`src/rtl/siw_memory_bram_initiator_pkg.sv`:
```
// Shared definitions for the BRAM initiator: FSM state encodings, write-delay
// (conf) encodings, default read latency, reservation depth and a saturating
// increment helper used by the optional event counters.
package siw_memory_bram_initiator_pkg;

    typedef enum logic [1:0] {
        ST_INIT  = 2'd0,
        ST_RUN   = 2'd1,
        ST_DRAIN = 2'd2
    } state_e;

    localparam logic [1:0] CONF_DLY0 = 2'd0;
    localparam logic [1:0] CONF_DLY1 = 2'd1;
    localparam logic [1:0] CONF_DLY2 = 2'd2;
    localparam logic [1:0] CONF_DLY3 = 2'd3;

    localparam int RD_LAT_DEF = 2;
    localparam int SLOT_DEPTH = 4;

    function automatic logic [15:0] sat_inc(input logic [15:0] v);
        return (v == 16'hFFFF) ? v : v + 16'd1;
    endfunction

endpackage

```
`src/rtl/siw_memory_bram_initiator_if.sv`:
```
// Request/response channel of the BRAM initiator.
//   req_valid/req_ready  : request handshake (accepted when both high)
//   req_write            : 1 = write, 0 = read
//   req_addr/req_wdata   : request address and write data
//   rsp_valid/rsp_rdata  : one-cycle read response strobe and held read data
// slave  = initiator side, master = requester side.
interface siw_memory_bram_initiator_if #(
    parameter int ADDR_W = 10,
    parameter int DATA_W = 32
);
    logic              req_valid;
    logic              req_ready;
    logic              req_write;
    logic [ADDR_W-1:0] req_addr;
    logic [DATA_W-1:0] req_wdata;
    logic              rsp_valid;
    logic [DATA_W-1:0] rsp_rdata;

    modport master (output req_valid, req_write, req_addr, req_wdata,
                    input  req_ready, rsp_valid, rsp_rdata);
    modport slave  (input  req_valid, req_write, req_addr, req_wdata,
                    output req_ready, rsp_valid, rsp_rdata);
endinterface

```
`src/rtl/siw_memory_bram_initiator_slot_tracker.sv`:
```
// Address-bus reservation tracker for the BRAM initiator.
// r_slot[k] = bus already claimed k cycles from now by an earlier delayed write;
// the matching address/data wait in r_paddr/r_pdata until they reach slot 0.
// Ports: i_clear flushes reservations; i_acc/i_write/i_conf describe the request
// accepted this cycle; o_slot exposes the reservations; o_mem_* drive the BRAM.
// Idle cycles keep the last address/data on the bus with enable low.
module siw_memory_bram_initiator_slot_tracker
    import siw_memory_bram_initiator_pkg::*;
#(
    parameter int ADDR_W = 10,
    parameter int DATA_W = 32
) (
    input  logic                  i_clk,
    input  logic                  i_rst_n,
    input  logic                  i_clear,
    input  logic                  i_acc,
    input  logic                  i_write,
    input  logic [1:0]            i_conf,
    input  logic [ADDR_W-1:0]     i_addr,
    input  logic [DATA_W-1:0]     i_wdata,
    output logic [SLOT_DEPTH-1:0] o_slot,
    output logic                  o_mem_enable,
    output logic [ADDR_W-1:0]     o_mem_address,
    output logic [DATA_W-1:0]     o_mem_data
);
    logic [SLOT_DEPTH-1:0] r_slot;
    logic [ADDR_W-1:0]     r_paddr [SLOT_DEPTH];
    logic [DATA_W-1:0]     r_pdata [SLOT_DEPTH];
    logic [ADDR_W-1:0]     r_last_addr;
    logic [DATA_W-1:0]     r_last_data;
    logic [SLOT_DEPTH-1:1] w_resv;
    logic                  w_direct;
    logic                  w_from_slot;
    logic [ADDR_W-1:0]     w_addr;
    logic [DATA_W-1:0]     w_data;

    // Reads and zero-delay writes use the bus in their own accept cycle.
    assign w_direct    = i_acc & (~i_write | (i_conf == CONF_DLY0));
    assign w_from_slot = r_slot[0] & ~i_clear;

    always_comb begin
        w_resv = '0;
        for (int k = 1; k < SLOT_DEPTH; k++)
            w_resv[k] = i_acc & i_write & (int'(i_conf) == k);
    end

    always_comb begin
        w_addr = r_last_addr;
        w_data = r_last_data;
        if (w_direct) begin
            w_addr = i_addr;
            if (i_write)
                w_data = i_wdata;
        end else if (w_from_slot) begin
            w_addr = r_paddr[0];
            w_data = r_pdata[0];
        end
    end

    always_ff @(posedge i_clk or negedge i_rst_n) begin
        if (!i_rst_n) begin
            r_slot      <= '0;
            r_last_addr <= '0;
            r_last_data <= '0;
            for (int k = 0; k < SLOT_DEPTH; k++) begin
                r_paddr[k] <= '0;
                r_pdata[k] <= '0;
            end
        end else begin
            r_last_addr <= w_addr;
            r_last_data <= w_data;
            for (int k = 0; k < SLOT_DEPTH - 1; k++) begin
                r_slot[k] <= ~i_clear & (r_slot[k+1] | w_resv[k+1]);
                if (w_resv[k+1]) begin
                    r_paddr[k] <= i_addr;
                    r_pdata[k] <= i_wdata;
                end else begin
                    r_paddr[k] <= r_paddr[k+1];
                    r_pdata[k] <= r_pdata[k+1];
                end
            end
            r_slot[SLOT_DEPTH-1]  <= 1'b0;
            r_paddr[SLOT_DEPTH-1] <= '0;
            r_pdata[SLOT_DEPTH-1] <= '0;
        end
    end

    assign o_slot        = r_slot;
    assign o_mem_enable  = w_direct | w_from_slot;
    assign o_mem_address = w_addr;
    assign o_mem_data    = w_data;
endmodule

```
`src/rtl/siw_memory_bram_initiator.sv`:
```
// Initiator for one port of a siw_memory_bram_N instance. Accepts read/write
// requests on bus (slave modport), schedules the BRAM address bus so writes
// delayed by the active conf never collide with reads, and returns read data
// RD_LAT+1 cycles after acceptance on bus.rsp_valid.
// Ports: i_clk/i_rst_n clock and async active-low reset; i_init sync flush;
// i_conf requested write delay; o_busy; o_mem_* / i_mem_rdata BRAM port;
// o_stat_rd/_wr/_stall event counters.
// Optional feature macro: SIW_MEMORY_INITIATOR_STATS_EN builds the 16-bit
// saturating counters; otherwise the stat outputs are tied to zero.
//
//   state    | meaning
//   ST_INIT  | flushing, no requests accepted, pipes cleared
//   ST_RUN   | accepting requests with the active conf
//   ST_DRAIN | conf change pending, wait for bus/read pipe empty, then load it
module siw_memory_bram_initiator
    import siw_memory_bram_initiator_pkg::*;
#(
    parameter int ADDR_W = 10,
    parameter int DATA_W = 32,
    parameter int RD_LAT = RD_LAT_DEF
) (
    input  logic                          i_clk,
    input  logic                          i_rst_n,
    input  logic                          i_init,
    input  logic [1:0]                    i_conf,
    siw_memory_bram_initiator_if.slave    bus,
    output logic                          o_busy,
    output logic                          o_mem_init,
    output logic                          o_mem_enable,
    output logic                          o_mem_write_en,
    output logic [ADDR_W-1:0]             o_mem_address,
    output logic [DATA_W-1:0]             o_mem_data,
    output logic [1:0]                    o_mem_conf,
    input  logic [DATA_W-1:0]             i_mem_rdata,
    output logic [15:0]                   o_stat_rd,
    output logic [15:0]                   o_stat_wr,
    output logic [15:0]                   o_stat_stall
);
    state_e                r_state, w_state_nxt;
    logic [1:0]            r_conf;
    logic                  w_load_conf;
    logic [RD_LAT-1:0]     r_rd_pipe;
    logic                  r_rsp_valid;
    logic [DATA_W-1:0]     r_rsp_rdata;
    logic [SLOT_DEPTH-1:0] w_slot;
    logic                  w_clear;
    logic                  w_slot_busy;
    logic                  w_acc;
    logic                  w_pending;

    assign w_clear     = i_init | (r_state == ST_INIT);
    assign w_slot_busy = bus.req_write ? w_slot[r_conf] : w_slot[0];
    // A pending conf change or flush blocks acceptance in the same cycle.
    assign bus.req_ready = (r_state == ST_RUN) & ~i_init & (i_conf == r_conf) & ~w_slot_busy;
    assign w_acc     = bus.req_valid & bus.req_ready;
    assign w_pending = (|w_slot) | (|r_rd_pipe);

    siw_memory_bram_initiator_slot_tracker #(.ADDR_W(ADDR_W), .DATA_W(DATA_W)) u_tracker (
        .i_clk         (i_clk),
        .i_rst_n       (i_rst_n),
        .i_clear       (w_clear),
        .i_acc         (w_acc),
        .i_write       (bus.req_write),
        .i_conf        (r_conf),
        .i_addr        (bus.req_addr),
        .i_wdata       (bus.req_wdata),
        .o_slot        (w_slot),
        .o_mem_enable  (o_mem_enable),
        .o_mem_address (o_mem_address),
        .o_mem_data    (o_mem_data)
    );

    always_comb begin
        w_state_nxt = r_state;
        w_load_conf = 1'b0;
        case (r_state)
            ST_INIT:  w_state_nxt = ST_RUN;
            ST_RUN:   if (i_conf != r_conf) w_state_nxt = ST_DRAIN;
            ST_DRAIN: if (!w_pending) begin
                          w_state_nxt = ST_RUN;
                          w_load_conf = 1'b1;
                      end
            default:  w_state_nxt = ST_INIT;
        endcase
        if (i_init) begin
            w_state_nxt = ST_INIT;
            w_load_conf = 1'b0;
        end
    end

    always_ff @(posedge i_clk or negedge i_rst_n) begin
        if (!i_rst_n) begin
            r_state     <= ST_INIT;
            r_conf      <= CONF_DLY0;
            r_rd_pipe   <= '0;
            r_rsp_valid <= 1'b0;
            r_rsp_rdata <= '0;
        end else begin
            r_state <= w_state_nxt;
            if (w_load_conf)
                r_conf <= i_conf;
            if (w_clear)
                r_rd_pipe <= '0;
            else
                r_rd_pipe <= (r_rd_pipe << 1) | RD_LAT'(w_acc & ~bus.req_write);
            r_rsp_valid <= ~w_clear & r_rd_pipe[RD_LAT-1];
            if (~w_clear & r_rd_pipe[RD_LAT-1])
                r_rsp_rdata <= i_mem_rdata;
        end
    end

    assign bus.rsp_valid  = r_rsp_valid;
    assign bus.rsp_rdata  = r_rsp_rdata;
    assign o_busy         = (r_state != ST_RUN) | w_pending;
    assign o_mem_init     = i_init;
    assign o_mem_write_en = w_acc & bus.req_write;
    assign o_mem_conf     = r_conf;

`ifdef SIW_MEMORY_INITIATOR_STATS_EN
    logic [15:0] r_stat_rd, r_stat_wr, r_stat_stall;

    always_ff @(posedge i_clk or negedge i_rst_n) begin
        if (!i_rst_n) begin
            r_stat_rd    <= '0;
            r_stat_wr    <= '0;
            r_stat_stall <= '0;
        end else if (i_init) begin
            r_stat_rd    <= '0;
            r_stat_wr    <= '0;
            r_stat_stall <= '0;
        end else begin
            if (w_acc & ~bus.req_write)
                r_stat_rd <= sat_inc(r_stat_rd);
            if (w_acc & bus.req_write)
                r_stat_wr <= sat_inc(r_stat_wr);
            if (bus.req_valid & ~bus.req_ready)
                r_stat_stall <= sat_inc(r_stat_stall);
        end
    end

    assign o_stat_rd    = r_stat_rd;
    assign o_stat_wr    = r_stat_wr;
    assign o_stat_stall = r_stat_stall;
`else
    assign o_stat_rd    = 16'd0;
    assign o_stat_wr    = 16'd0;
    assign o_stat_stall = 16'd0;
`endif
endmodule
```
`src/flat_wrapper.sv`:
```
// flat-port wrapper written by rule: the top's interface ports become plain ports
module siw_memory_bram_initiator_flat import siw_memory_bram_initiator_pkg::*;
#(
    parameter int ADDR_W = 10,
    parameter int DATA_W = 32,
    parameter int RD_LAT = RD_LAT_DEF
)
  (i_clk, i_rst_n, i_init, i_conf, o_busy, o_mem_init, o_mem_enable, o_mem_write_en, o_mem_address, o_mem_data, o_mem_conf, i_mem_rdata, o_stat_rd, o_stat_wr, o_stat_stall, bus_req_valid, bus_req_write, bus_req_addr, bus_req_wdata, bus_req_ready, bus_rsp_valid, bus_rsp_rdata);
  siw_memory_bram_initiator_if #(.ADDR_W(ADDR_W), .DATA_W(DATA_W)) bus_i ();
  input  logic i_clk;
  input  logic i_rst_n;
  input  logic i_init;
  input  logic [1:0] i_conf;
  output logic o_busy;
  output logic o_mem_init;
  output logic o_mem_enable;
  output logic o_mem_write_en;
  output logic [ADDR_W-1:0] o_mem_address;
  output logic [DATA_W-1:0] o_mem_data;
  output logic [1:0] o_mem_conf;
  input  logic [DATA_W-1:0] i_mem_rdata;
  output logic [15:0] o_stat_rd;
  output logic [15:0] o_stat_wr;
  output logic [15:0] o_stat_stall;
  input wire logic [$bits(bus_i.req_valid)-1:0] bus_req_valid;
  input wire logic [$bits(bus_i.req_write)-1:0] bus_req_write;
  input wire logic [$bits(bus_i.req_addr)-1:0] bus_req_addr;
  input wire logic [$bits(bus_i.req_wdata)-1:0] bus_req_wdata;
  output wire logic [$bits(bus_i.req_ready)-1:0] bus_req_ready;
  output wire logic [$bits(bus_i.rsp_valid)-1:0] bus_rsp_valid;
  output wire logic [$bits(bus_i.rsp_rdata)-1:0] bus_rsp_rdata;
  assign bus_i.req_valid = bus_req_valid;
  assign bus_i.req_write = bus_req_write;
  assign bus_i.req_addr = bus_req_addr;
  assign bus_i.req_wdata = bus_req_wdata;
  assign bus_req_ready = bus_i.req_ready;
  assign bus_rsp_valid = bus_i.rsp_valid;
  assign bus_rsp_rdata = bus_i.rsp_rdata;
  siw_memory_bram_initiator #(.ADDR_W(ADDR_W), .DATA_W(DATA_W), .RD_LAT(RD_LAT)) u_core (.i_clk(i_clk), .i_rst_n(i_rst_n), .i_init(i_init), .i_conf(i_conf), .bus(bus_i), .o_busy(o_busy), .o_mem_init(o_mem_init), .o_mem_enable(o_mem_enable), .o_mem_write_en(o_mem_write_en), .o_mem_address(o_mem_address), .o_mem_data(o_mem_data), .o_mem_conf(o_mem_conf), .i_mem_rdata(i_mem_rdata), .o_stat_rd(o_stat_rd), .o_stat_wr(o_stat_wr), .o_stat_stall(o_stat_stall));
endmodule
```
`config.mk`:
```
export PLATFORM = sky130hd
export DESIGN_NAME = siw_memory_bram_initiator_flat
export DESIGN_NICKNAME = d
export VERILOG_FILES = /design/src/rtl/siw_memory_bram_initiator_pkg.sv /design/src/rtl/siw_memory_bram_initiator_if.sv /design/src/rtl/siw_memory_bram_initiator_slot_tracker.sv /design/src/rtl/siw_memory_bram_initiator.sv /design/src/flat_wrapper.sv
export SDC_FILE = /design/constraint.sdc
export NUM_CORES = 1
export LEC_CHECK = 0
export BUFFER_PORTS_ARGS = -buffer_cell sky130_fd_sc_hd__buf_2
export CORE_MARGIN = 8
export CORE_UTILIZATION = 53
export CTS_CLUSTER_DIAMETER = 30
export DETAILED_ROUTE_END_ITERATION = 7
export HOLD_SLACK_MARGIN = 0.05
export PLACE_DENSITY = 0.79
export SLEW_MARGIN = 25
export SYNTH_ARGS = -nofsm -noshare
export SYNTH_HDL_FRONTEND = slang
export SYNTH_SLANG_ARGS = --single-unit
```
`constraint.sdc`:
```
create_clock -name i_clk -period 2.7 [get_ports i_clk]
set_input_delay 0.135 -clock i_clk [delete_from_list [all_inputs] [get_ports i_clk]]
set_output_delay 0.135 -clock i_clk [all_outputs]
set_load 0.05 [all_outputs]
```
==> impl_metrics.ini <==
[sta]
final_max_slew_viol_count = 0
finClkSkew_ns = 0.0119
maxSlewHeadroom = 0.472
rsz0062_at_grt = true
hold_viol = 0
period_share = 1.04
clock.fmax_mhz = 355
fin_ws_ns = -0.118
setup-violations-final = 32
worst_pin_slew_ns = 0.792
fin_tns_setup_ns = -3.04
fin_crit_ns = 2.82

[routing]
dr_total_vias = 5936
dr_wl_met3_um = 1750
via_per_inst = 5.24
ant_nets = 0
drt-pass1-iter-count = 5
wl_per_cell_um = 22.9
drc = 0
wl_um = 26000
drt_iter0_markers = 364
wl_met2_um = 13100
top_layer = met4
wl_met1_um = 10300

[critical_path]
startpoint = u_core.o_mem_conf[1]
crit_path_cell_trace = xor2_1 > or4_4 > or3_4 > buf_16 > o221a_4 > buf_8
rr_startpoint = u_core.o_mem_conf[1]
path_max_fanout = 16
crit_path_top_delay_cell = or4_4
worstSetupPathType = flip-flop to primary output
crit_path_end_kind = primary output
worstPathArrival_ns = 2.68
rr_worst_depth = 7
r2r-end = u_core.u_tracker.r_pdata[114]
worstPathRequired_ns = 2.57
max_stage_delay_ns = 0.51
crit_path_end = o_mem_data[29]
rrSetupSlack_ns = 0.03
worstSetupStartpointType = flip-flop

[power]
p_clk_frac = 0.407
pwr_density_cell_mw_per_mm2 = 1000
power.leakage_nw = 6.59
power.share.switching = 0.329
power_mw = 12.9
ir_drop_mv = 0.703
seqPwrFrac = 0.288
power.internal_mw = 8.63
p_sw_mw = 4.24
combPwrFrac = 0.305

[synth]
synth_compound_area_frac = 0.0552
synth_cells = 591
synth_top_family_by_area = multiplexers
syn_area_per_cell_um2 = 14.6
yosys.area_share.xor_xnor = 0.00203
synth-edff-count = 0
synth_async_sr_flop_share = 1.00
ys_warn_count = 0
seq_area_frac_synth = 0.610
ys_types = 36
synth_fa_ha_area_frac = 0
synth-main-ff-cell = dfrtp_1
synth.largest_area_cell = dfrtp_1
synth-simple-area-share = 0.0832
synthTopCellsByArea = dfrtp_1 (61%), mux2_2 (10%), mux2_4 (6.8%)
synth_top_area_frac = 0.610
synthMuxAreaShare = 0.183
ys_ff_latch = 210
syn_area_mm2 = 0.00862

[global_routing]
grt_max_degree = 98
grt_pass1_vias = 6659
grt.total_usage = 0.235
grt_overflow = 0
antenna_found_initial = 0
grt_first_pass_wirelength_um = 37500

[floorplan]
die-area_mm2 = 0.0206
io_pins = 211
initial_core_util = 0.542
core_area_mm2 = 0.0159
dieHeight_um = 144
die_w_um = 144
std_cell_rows = 46

[layout]
final_common_cell = dfrtp_1
drive_gt1_frac = 0.527
antennaDiodeCount = 0
layout.cells.non_filler = 1133
synthToLayoutAreaGrowth_pct = 49.3
layout_common_cells = dfrtp_1 (207), buf_2 (116), dlygate4sd3_1 (80), mux2_2 (77), conb_1 (48)
nNetsFinal = 965

[clocking]
cts_buffers = 44
cts_tree = built
htree_num_levels = 2
clock_sinks = 210
cts_max_path_buffers = 3
clock_latency_ns = 0.52
cts_root_buffer = clkbuf_16
clk_pin_slew_worst_paths_ns = 0.05

[outcome]
status = finished, violations left
violations = negative setup slack

[place]
gp_congestion = 0.833
dp_hpwl_um = 12500
post-place-cells = 952
pre_cts_slack_ns = 0.117
io_buffers = 162

[job]
cap_violations = 0

[worst_hold_path]
hold_path_class = primary input to flip-flop
## Yosys cell counts (3+ instances only)
cell / number
dfrtp_1: 210
mux2_2: 77
buf_4: 51
and2_1: 43
mux2_4: 39
or2_2: 35
o221a_1: 30
a21oi_1: 11
clkbuf_1: 11
nor3_1: 11
mux2i_1: 10
buf_2: 8
buf_6: 7
nand2_1: 7
buf_1: 4
inv_1: 4
and4b_1: 3
nor2_1: 3
or4_1: 3
## worst min-delay path by stage
stage | from | endpoint | slack, ns | cells after the start
after detailed placement | i_rst_n | u_core.bus.rsp_rdata[10] | 0.27 | 1
after global placement | i_rst_n | u_core.bus.rsp_rdata[10] | 0.25 | 1
after global routing | i_conf[1] | u_core.u_tracker.r_paddr[37] | 0.30 | 4
after CTS | i_conf[1] | u_core.u_tracker.o_slot[2] | 0.26 | 4
final | i_conf[1] | u_core.u_tracker.o_slot[2] | 0.28 | 4
after floorplan | i_rst_n | u_core.bus.rsp_rdata[0] | -0.16 | 0
## area by class of cell
type,instances,area [µm²]
Timing Repair Buffer,281,2480
Clock inverter,25,253
Fill cell,776,3020
Multi-Input combinational cell,343,3380
Sequential cell,210,5260
Clock buffer,54,1210
Tap cell,216,270
Inverter,4,15.0
## through the flow
step	hold WS, ns	utilization	cell area (µm²)
2_1_floorplan	-0.161	-	8830
3_3_place_gp	0.252	0.603	9580
3_5_place_dp	0.271	0.603	9580
4_1_cts	0.257	0.777	12300
5_1_grt	0.302	0.810	12900
6_report	0.276	0.810	12900
## cells by family after synthesis
kind of cell,after synthesis
other,1
XOR/XNOR,2
AO/OA/AOI/OAI,50
buffers and inverters,85
flip-flops,210
AND/OR/NAND/NOR,115
multiplexers,128
## what timing repair did
action                     CTS  global route
setup endpoints to repair   45            47
gates resized for setup     99            90
hold endpoints to repair   299             0
pin swaps                    3             9
gates cloned                 2             1
hold buffers                80             0
setup buffers               10             9
## metal layers
layer,vias up,track usage
met4,0,0.0941
met1,3020,0.290
li1,2574,-
met2,274,0.394
met5,-,0
met3,68,0.0504
## flip-flops by register name, summed over array words and instances (netlist names)
register	count
u_core.bus.rsp_rdata	32
u_core.u_tracker.r_last_data	32
u_core.u_tracker.r_paddr	30
u_core.u_tracker.r_pdata	96
u_core.u_tracker.r_last_addr	10
u_core.bus.rsp_valid	1
u_core.u_tracker.o_slot	3
u_core.r_rd_pipe	2
u_core.r_state	2
u_core.o_mem_conf	2
## power groups by stage
stage	Sequential, mW	Clock (mW)	Combinational, mW
finish	3.71	5.24	3.92
global route	3.73	5.48	4.05
CTS	3.65	5.25	3.28
detailed placement	3.69	0	2.59
global placement	3.68	0	2.55
floorplan	3.70	0	2.01
## critical path, delay by kind of cell, from the launching register on
kind                      cells  cell delay (ns)
buffers and inverters         2             0.35
xor gates and xnor gates      1             0.17
DFF                           1             0.42
AOI/OAI and AO/OA             1             0.30
and+or+nand+nor               2             0.92
No activity file was read; power rests on OpenSTA's default activity.
